`config.mk`:
```
export PLATFORM = sky130hd
export DESIGN_NAME = wb_port_arbiter
export DESIGN_NICKNAME = d
export VERILOG_FILES = /design/src/rtl/wb_port_arbiter.sv
export SDC_FILE = /design/constraint.sdc
export NUM_CORES = 1
export LEC_CHECK = 0
export BUFFER_PORTS_ARGS = -buffer_cell sky130_fd_sc_hd__buf_2
export CORE_ASPECT_RATIO = 1.1
export CORE_MARGIN = 4
export CORE_UTILIZATION = 56
export CTS_CLUSTER_DIAMETER = 60
export DETAILED_ROUTE_END_ITERATION = 8
export PLACE_DENSITY_LB_ADDON = 0.15
export SYNTH_ARGS = -nofsm -noshare
export SYNTH_HDL_FRONTEND = slang
export SYNTH_SLANG_ARGS = --single-unit
```
`constraint.sdc`:
```
create_clock -name clk -period 2.99 [get_ports clk]
set_clock_uncertainty 0.05 [all_clocks]
set_input_delay 0.299 -clock clk [delete_from_list [all_inputs] [get_ports clk]]
set_output_delay 0.299 -clock clk [all_outputs]
set_load 0.01 [all_outputs]
```
`src/rtl/wb_port_arbiter.sv`:
```
// Shares the register-file/PS write port between the memory return path (always wins)
// and the ALU writeback path, which is parked in an in-order skid FIFO when it loses.
module wb_port_arbiter #(
  parameter int DEPTH  = 4,
  parameter int ADDR_W = 4,
  parameter int DATA_W = 16
) (
  input  logic                       clk,
  input  logic                       rst,
  input  logic                       alu_valid,
  input  logic                       alu_reg_write,
  input  logic [ADDR_W-1:0]          alu_reg_addr,
  input  logic [DATA_W-1:0]          alu_reg_data,
  input  logic                       alu_ps_write,
  input  logic                       alu_ps_data,
  output logic                       alu_ready,
  input  logic                       mem_valid,
  input  logic                       mem_reg_write,
  input  logic [ADDR_W-1:0]          mem_reg_addr,
  input  logic [DATA_W-1:0]          mem_reg_data,
  input  logic                       mem_ps_write,
  input  logic                       mem_ps_data,
  output logic                       wb_reg_write,
  output logic [ADDR_W-1:0]          wb_reg_addr,
  output logic [DATA_W-1:0]          wb_reg_data,
  output logic                       wb_ps_write,
  output logic                       wb_ps_data,
  output logic [$clog2(DEPTH+1)-1:0] pending_count
);

  localparam int PTR_W = $clog2(DEPTH);
  localparam int CNT_W = $clog2(DEPTH+1);

  logic [DEPTH-1:0]  q_reg_write;
  logic [ADDR_W-1:0] q_reg_addr [DEPTH];
  logic [DATA_W-1:0] q_reg_data [DEPTH];
  logic [DEPTH-1:0]  q_ps_write;
  logic [DEPTH-1:0]  q_ps_data;

  logic [PTR_W-1:0]  rd_ptr;
  logic [PTR_W-1:0]  wr_ptr;

  logic mem_win;
  logic fifo_empty;
  logic alu_useful;
  logic push;
  logic pop;
  logic bypass;

  always_comb begin
    alu_ready  = (pending_count < CNT_W'(DEPTH));
    mem_win    = mem_valid && (mem_reg_write || mem_ps_write);
    fifo_empty = (pending_count == '0);
    // Accepted entries that write nothing are dropped here, never queued or output.
    alu_useful = alu_valid && alu_ready && (alu_reg_write || alu_ps_write);
    pop        = !mem_win && !fifo_empty;
    bypass     = !mem_win && fifo_empty && alu_useful;
    push       = alu_useful && !bypass;
  end

  // FIFO storage; squash runs before the push so the same-cycle entry is never cleared.
  always_ff @(posedge clk) begin
    if (mem_win) begin
      for (int i = 0; i < DEPTH; i++) begin
        if (mem_reg_write && (q_reg_addr[i] == mem_reg_addr))
          q_reg_write[i] <= 1'b0;
        if (mem_ps_write)
          q_ps_write[i] <= 1'b0;
      end
    end
    if (push) begin
      q_reg_write[wr_ptr] <= alu_reg_write;
      q_reg_addr[wr_ptr]  <= alu_reg_addr;
      q_reg_data[wr_ptr]  <= alu_reg_data;
      q_ps_write[wr_ptr]  <= alu_ps_write;
      q_ps_data[wr_ptr]   <= alu_ps_data;
    end
  end

  always_ff @(posedge clk) begin
    if (rst) begin
      rd_ptr        <= '0;
      wr_ptr        <= '0;
      pending_count <= '0;
    end else begin
      if (push)
        wr_ptr <= wr_ptr + PTR_W'(1);
      if (pop)
        rd_ptr <= rd_ptr + PTR_W'(1);
      case ({push, pop})
        2'b10:   pending_count <= pending_count + CNT_W'(1);
        2'b01:   pending_count <= pending_count - CNT_W'(1);
        default: pending_count <= pending_count;
      endcase
    end
  end

  // Output stage: winner registered onto the write port, one cycle latency.
  always_ff @(posedge clk) begin
    if (rst) begin
      wb_reg_write <= 1'b0;
      wb_reg_addr  <= '0;
      wb_reg_data  <= '0;
      wb_ps_write  <= 1'b0;
      wb_ps_data   <= 1'b0;
    end else if (mem_win) begin
      wb_reg_write <= mem_reg_write;
      wb_reg_addr  <= mem_reg_addr;
      wb_reg_data  <= mem_reg_data;
      wb_ps_write  <= mem_ps_write;
      wb_ps_data   <= mem_ps_data;
    end else if (pop) begin
      wb_reg_write <= q_reg_write[rd_ptr];
      wb_reg_addr  <= q_reg_addr[rd_ptr];
      wb_reg_data  <= q_reg_data[rd_ptr];
      wb_ps_write  <= q_ps_write[rd_ptr];
      wb_ps_data   <= q_ps_data[rd_ptr];
    end else if (bypass) begin
      wb_reg_write <= alu_reg_write;
      wb_reg_addr  <= alu_reg_addr;
      wb_reg_data  <= alu_reg_data;
      wb_ps_write  <= alu_ps_write;
      wb_ps_data   <= alu_ps_data;
    end else begin
      wb_reg_write <= 1'b0;
      wb_ps_write  <= 1'b0;
    end
  end

endmodule

```
==> qor.txt, run 1 <==
actual slew at the worst max-slew pin = 1.04 ns
reg2reg start = pending_count[2]$_SDFFE_PP0P_
Worst-Skew Late Latency = 0.52 ns
GRT Total Usage = 24.4%
Via-to-Cell Ratio = 5.98
largest area contributor in the netlist = edfxtp_1
Critical-path top delay cell = or3_1
peak supply drop = 0.485 mV
total length of routed wires = 12400 µm
post-synthesis sequential area ratio = 64.9%
DRC violations left = 0
post-CTS setup buffers = 0
setup TNS = 0 ns
Worst Hold End = wb_reg_data[13]$_SDFFE_PP0P_
Synth Area per Inst = 14.3 µm²
Die X = 99.2 µm
Cells after Synth = 359
maximum clock rate = 394 MHz
initial antenna violation count = 0
gpl congestion = 0.809
CTS clk-pin slew, worst paths = 0.05 ns
CP startpoint kind = flop
Placed Instance Area = 0.00564 mm²
final setup fails = 0
Mapped Area = 0.00512 mm²
crit path kind = flop to flop
Final ANT Viol Nets = 0
power share of the combinational group = 24.1%
Clk pwr share = 36.8%
antenna cell count = 0
Final Max Slew Viols = 0
Post-synth top cells = edfxtp_1, nor2_1, dfxtp_1
Tightest Hold Check Type = input port to flop
H-tree Lvls = 4
top-count cell post-synth = edfxtp_1
RR Endpoint = pending_count[2]$_SDFFE_PP0P_
Seq pwr share = 39.1%
Core ar. = 0.00887 mm²
post-cts sizing count = 0
vias post-DR = 3546
Hold Crit Start = mem_reg_data[13]
GRT overflow = 0
fin crit share = 84.8%
CP most frequent cell = or3_1
P_leak = 0.00238 µW
cell family with most CP delay = simple AND/OR/NAND/NOR gates
placed cells = 540
die height = 108 µm
std cell rows = 36
area grow syn2layout = 26.3%
hpwl dp = 7640 µm
endpoint class of the critical path = flop
post-route design area = 0.00647 mm²
CTS buffer count = 17
power per cell area = 888 mW/mm²
cells on worst reg2reg path = 8
Psw = 1660 µW
Int Power = 4080 µW
critical-path cell list = or3_1 > o211ai_2 > ha_1 > inv_1 > fa_1 > xor2_1 > or3_1 > a21oi_1
io pins = 77
DIE AREA = 0.0107 mm²
Fin Hold WS = 0.0438 ns
Avg WL per Cell = 20.8 µm
CTS tree = yes
CTS sink count = 124
Layout Cells excl Fill = 593
r2r setup slk = 0.45 ns
vias in the first global route = 3752
Syn Nets = 415
number of max-cap violations = 0
WP buf/inv = 1
DRT iter0 DRCs = 285
fillcell total = 589
Post-synth EDFFs = 84
effective utilization at floorplan = 57.7%
final hold viol count = 0
ranking of synthesized cells by area = edfxtp_1, dfxtp_1, mux4_2
critical path peak fanout = 7
Pre-antenna DRT Iters = 5
top-area cell type share of the netlist area = 49.2%
CP peak stage delay = 0.50 ns
first-pass GRT wire length = 19500 µm
required time of the worst setup path = 3.38 ns
Relative slew margins = 30.4%
switching share of power = 29.0%
status = completed
register bit total from synthesis = 124
CTS Buffer Depth = 2
Synth Flop Type = edfxtp_1
Hold Crit Depth = 3
Min Clock Period, post-route = 2.54 ns
layout cells sized above 1 = 32.2%
CTS Root Cell = clkbuf_8
unrepaired setup endpoints after global routing = false
post-layout net count = 522
largest net degree at the start of global routing = 32
YS warnings = 0
asr flop ratio synth = 0%
total power = 5740 µW
WP data arrival = 2.93 ns
Netlist cell types = 35
port buffer count = 76
-- power groups by stage --
| stage | Combinational [µW] | Clock, µW | Sequential (µW) |
|---|---|---|---|
| after floorplan | 911 | 0 | 2270 |
| after global routing | 1520 | 2220 | 2270 |
| after detailed placement | 1350 | 0 | 2280 |
| final | 1380 | 2110 | 2240 |
| after global placement | 1330 | 0 | 2260 |
| after CTS | 1390 | 2130 | 2240 |
-- worst max-delay path by stage --
stage,startpoint,endpoint,depth (start not counted)
floorplan,pending_count[2]$_SDFFE_PP0P_,pending_count[2]$_SDFFE_PP0P_,9
global placement,pending_count[2]$_SDFFE_PP0P_,pending_count[2]$_SDFFE_PP0P_,8
detailed placement,pending_count[2]$_SDFFE_PP0P_,pending_count[2]$_SDFFE_PP0P_,8
CTS,pending_count[2]$_SDFFE_PP0P_,pending_count[2]$_SDFFE_PP0P_,8
global route,pending_count[2]$_SDFFE_PP0P_,pending_count[2]$_SDFFE_PP0P_,8
finish,pending_count[2]$_SDFFE_PP0P_,pending_count[2]$_SDFFE_PP0P_,8
-- per-stage QoR --
| stage | setup slack (ns) | utilization, % |
|---|---|---|
| floorplan | 0.609 | - |
| global placement | 0.552 | 63.6 |
| detailed placement | 0.473 | 63.6 |
| CTS | 0.461 | 72.9 |
| global route | 0.324 | 72.9 |
| finish | 0.454 | 72.9 |
-- registers in the layout (all words and copies together), names as in the netlist, named ones only --
signal and count:
q_reg_data 64, q_reg_addr 16, wb_reg_data 16, q_ps_data 4, q_ps_write 4, q_reg_write 4, wb_reg_addr 4, pending_count 3
rd_ptr 2, wr_ptr 2, wb_ps_data 1, wb_ps_write 1, wb_reg_write 1
-- tightest hold or removal path, delay by kind of cell --
| family | cells | cell delay (ns) |
|---|---|---|
| AO/OA/AOI/OAI | 1 | 0.11 |
| buffers and inverters | 1 | 0.10 |
| AND/OR/NAND/NOR | 1 | 0.06 |
-- layout make-up --
cell class / instances / area [µm²] / area share (%)
Timing Repair Buffer: 113 / 711 / 11.0
Sequential cell: 124 / 3320 / 51.4
Clock buffer: 21 / 449 / 6.94
Tap cell: 114 / 143 / 2.21
Multi-Input combinational cell: 203 / 1650 / 25.5
Inverter: 7 / 26.3 / 0.406
Clock inverter: 11 / 165 / 2.55
-- placed cells by master (no fill, tap or decap), types with 5 or more instances in the layout --
master         count
dlygate4sd3_1     21
nor2_2             6
o32ai_1           21
nand4_1            8
mux4_2            23
nand2_1           11
clkbuf_16         16
dfxtp_1           40
nor2_1            45
xor2_1             8
buf_4             16
o21ai_0            9
edfxtp_1          84
ha_1               5
buf_2             76
inv_1              7
nor4_1            21
nand3_1            8
xnor2_1           13
-- repair_timing --
action                                  CTS  global route
endpoints found under the setup margin    0             0
endpoints found under the hold margin    84             0
hold buffers                             21             0
-- logic make-up after synthesis --
kind of cell,count (synthesis),share of synthesized area [%]
AOI/OAI and AO/OA,43,6.42
xor gates and xnor gates,21,3.59
muxes,23,10.1
and+or+nand+nor,110,10.5
buffers and inverters,32,2.91
adders and majority gates,6,1.61
DFF,124,64.9
-- per-layer routing --
layer / up-vias / global-route usage [%] / part of all wire [%]
met5: - / 0 / 0
met4: 0 / 10.5 / 1.7
met3: 22 / 4.45 / 6.4
met2: 148 / 43.0 / 54
met1: 1769 / 29.4 / 38
li1: 1607 / - / -
(Power assumes the default switching activity.)
==> inputs of run 2 (changes only) <==
- CORE_UTILIZATION: 56 -> 51
- clock period: 2.99 -> 2 ns (I/O delays scaled with it)
==> qor.txt, run 2 (synthesis results as in run 1) <==
status = finished with violations
violations in the final reports = negative setup slack
die height = 113 µm (+4.4%)
most common cell after layout, fill and taps aside = edfxtp_1
std cell rows = 38 (+5.6%)
most frequent cells in the layout = edfxtp_1, buf_2, nor2_1
max reg flops = 64 (unchanged)
power per cell area = 1260 mW/mm² (+42%)
antenna cell count = 0 (unchanged)
Avg WL per Cell = 19.7 µm (-5.2%)
maximum clock rate = 454 MHz (+15%)
CP peak stage delay = 0.40 ns (-0.10 ns)
DP Worst Slack = -0.227 ns (-0.700 ns)
critical-path cell list = or3_4 > o211ai_4 > ha_4 > inv_2 > fa_2 > xor2_1 > or3_1 > a21oi_1
critical path peak fanout = 2 (-5)
DIE AREA = 0.0117 mm² (+9.0%)
hpwl dp = 7880 µm (+3.1%)
required time of the worst setup path = 2.38 ns (-1.00 ns)
area grow syn2layout = 35.1%
DRT iter0 DRCs = 233 (-18%)
WP data arrival = 2.59 ns (-0.34 ns)
Worst-Skew Late Latency = 0.52 ns (about the same)
Critical-path top delay cell = or3_4
GRT overflow = 0 (unchanged)
fin crit share = 110% (+25 points)
final hold viol count = 0 (unchanged)
CTS sink count = 124 (unchanged)
setup TNS = -0.246 ns (-0.246 ns)
Final ANT Viol Nets = 0 (unchanged)
CTS Root Cell = clkbuf_8
total power = 8740 µW (+52%)
Pre-antenna DRT Iters = 5 (unchanged)
Worst Slack Setup Final = -0.203 ns (-0.657 ns)
FF/Latch Area = 0.00333 mm² (+0.15%)
CTS clk-pin slew, worst paths = 0.06 ns (about the same)
Largest regs = q_reg_data x64, q_reg_addr x16, wb_reg_data x16
final setup fails = 2 (+2)
crit path kind = flop to flop
CTS Buffer Depth = 2 (unchanged)
Final Max Slew Viols = 0 (unchanged)
peak supply drop = 0.646 mV (+33%)
vias post-DR = 3633 (+2.5%)
DRC violations left = 0 (unchanged)
multi-input logic area = 0.00169 mm² (+2.2%)
Core ar. = 0.00984 mm² (+11%)
Die X = 104 µm (+4.4%)
P_leak = 0.00256 µW (+7.8%)
Via-to-Cell Ratio = 5.68 (-5.1%)
Relative slew margins = 54.1% (+24 points)
port buffer count = 76 (unchanged)
gpl congestion = 0.764 (-5.5%)
io pins = 77 (unchanged)
first-pass GRT wire length = 20500 µm (+5.0%)
CTS tree = yes
initial antenna violation count = 0 (unchanged)
GRT Total Usage = 22.9% (-1.5 points)
post-layout net count = 563 (+7.9%)
layout cells sized above 1 = 35.2% (+3.0 points)
fillcell total = 669 (+14%)
actual slew at the worst max-slew pin = 0.688 ns (-0.356 ns)
endpoint class of the critical path = flop
CTS buffer count = 17 (unchanged)
H-tree Lvls = 4 (unchanged)
largest net degree at the start of global routing = 32 (unchanged)
unrepaired setup endpoints after global routing = true
number of max-cap violations = 0 (unchanged)
total length of routed wires = 12600 µm (+2.3%)
r2r setup slk = -0.20 ns (-0.66 ns)
effective utilization at floorplan = 52.1% (-5.7 points)
CP startpoint kind = flop
Most flops, register = q_reg_data
vias in the first global route = 3868 (+3.1%)
Tightest Hold Check Type = input port to flop
Min Clock Period, post-route = 2.20 ns (-0.333 ns)
==> run 2: changes by cell type in the layout (fill, tap and decap cells not counted), moves of 2 or more <==
cell	before	now
dlygate4sd3_1	21	42
buf_4	16	30
buf_12	0	5
clkinvlp_4	1	3
dfxtp_1	40	38
==> run 2: area by class of cell <==
type                    count  area share [%]
inverters                   7           0.380
clock inverters            12            2.10
multi-input cells         203            24.4
clock buffers              20            6.44
repair buffers            154            16.4
flip-flops and latches    124            48.1
well taps                 120            2.17
==> run 2: power by group <==
part           internal (µW)  leakage [µW]  total, µW  switching [µW]
Combinational           1130       0.00119       2420            1290
Sequential              3130       0.00109       3320             189
Clock                   1950      0.000284       3000            1050
Total                   6210       0.00256       8740            2530
==> run 2: final timing paths <==
check                                              startpoint                       endpoint  depth (start not counted)
worst max-delay path            pending_count[0]$_SDFFE_PP0P_  pending_count[2]$_SDFFE_PP0P_                          8
worst min-delay path                            alu_reg_write         q_reg_write[3]$_DFF_P_                          4
worst max register to register  pending_count[0]$_SDFFE_PP0P_  pending_count[2]$_SDFFE_PP0P_                          8
worst min register to register          q_ps_write[0]$_DFF_P_          q_ps_write[0]$_DFF_P_                          2
==> run 2: timing repair <==
item / CTS / global route
setup endpoints to repair: 12 / 103
gates resized for setup: 2 / 2
hold buffers: 42 / 0
endpoints found under the hold margin: 105 / 0
gates cloned: 0 / 0
setup buffers: 1 / 2
==> run 2: metal layers <==
metal,track usage [%],wire [µm]
met5,0,0
met4,8.24,227
met3,5.93,641
met2,40.5,6730
met1,27.4,5030
==> run 2: through the flow <==
stage               hold WS, ns  std cells  util (%)  area (µm²)
finish                   0.0418        640      70.3        6920
floorplan                 0.229        359         -        5160
CTS                      0.0204        638      70.1        6900
global placement          0.381        563      59.7        5870
global route             0.0445        640      70.3        6920
detailed placement        0.389        563      59.7        5870
==> run 2: worst max-delay path, delay by kind of cell, from the launching register on <==
| family | cells | cell delay, ns |
|---|---|---|
| xor gates and xnor gates | 1 | 0.16 |
| DFF | 1 | 0.34 |
| buffers and inverters | 1 | 0.04 |
| AOI/OAI and AO/OA | 2 | 0.32 |
| adders and majority gates | 2 | 0.50 |
| and+or+nand+nor | 2 | 0.72 |
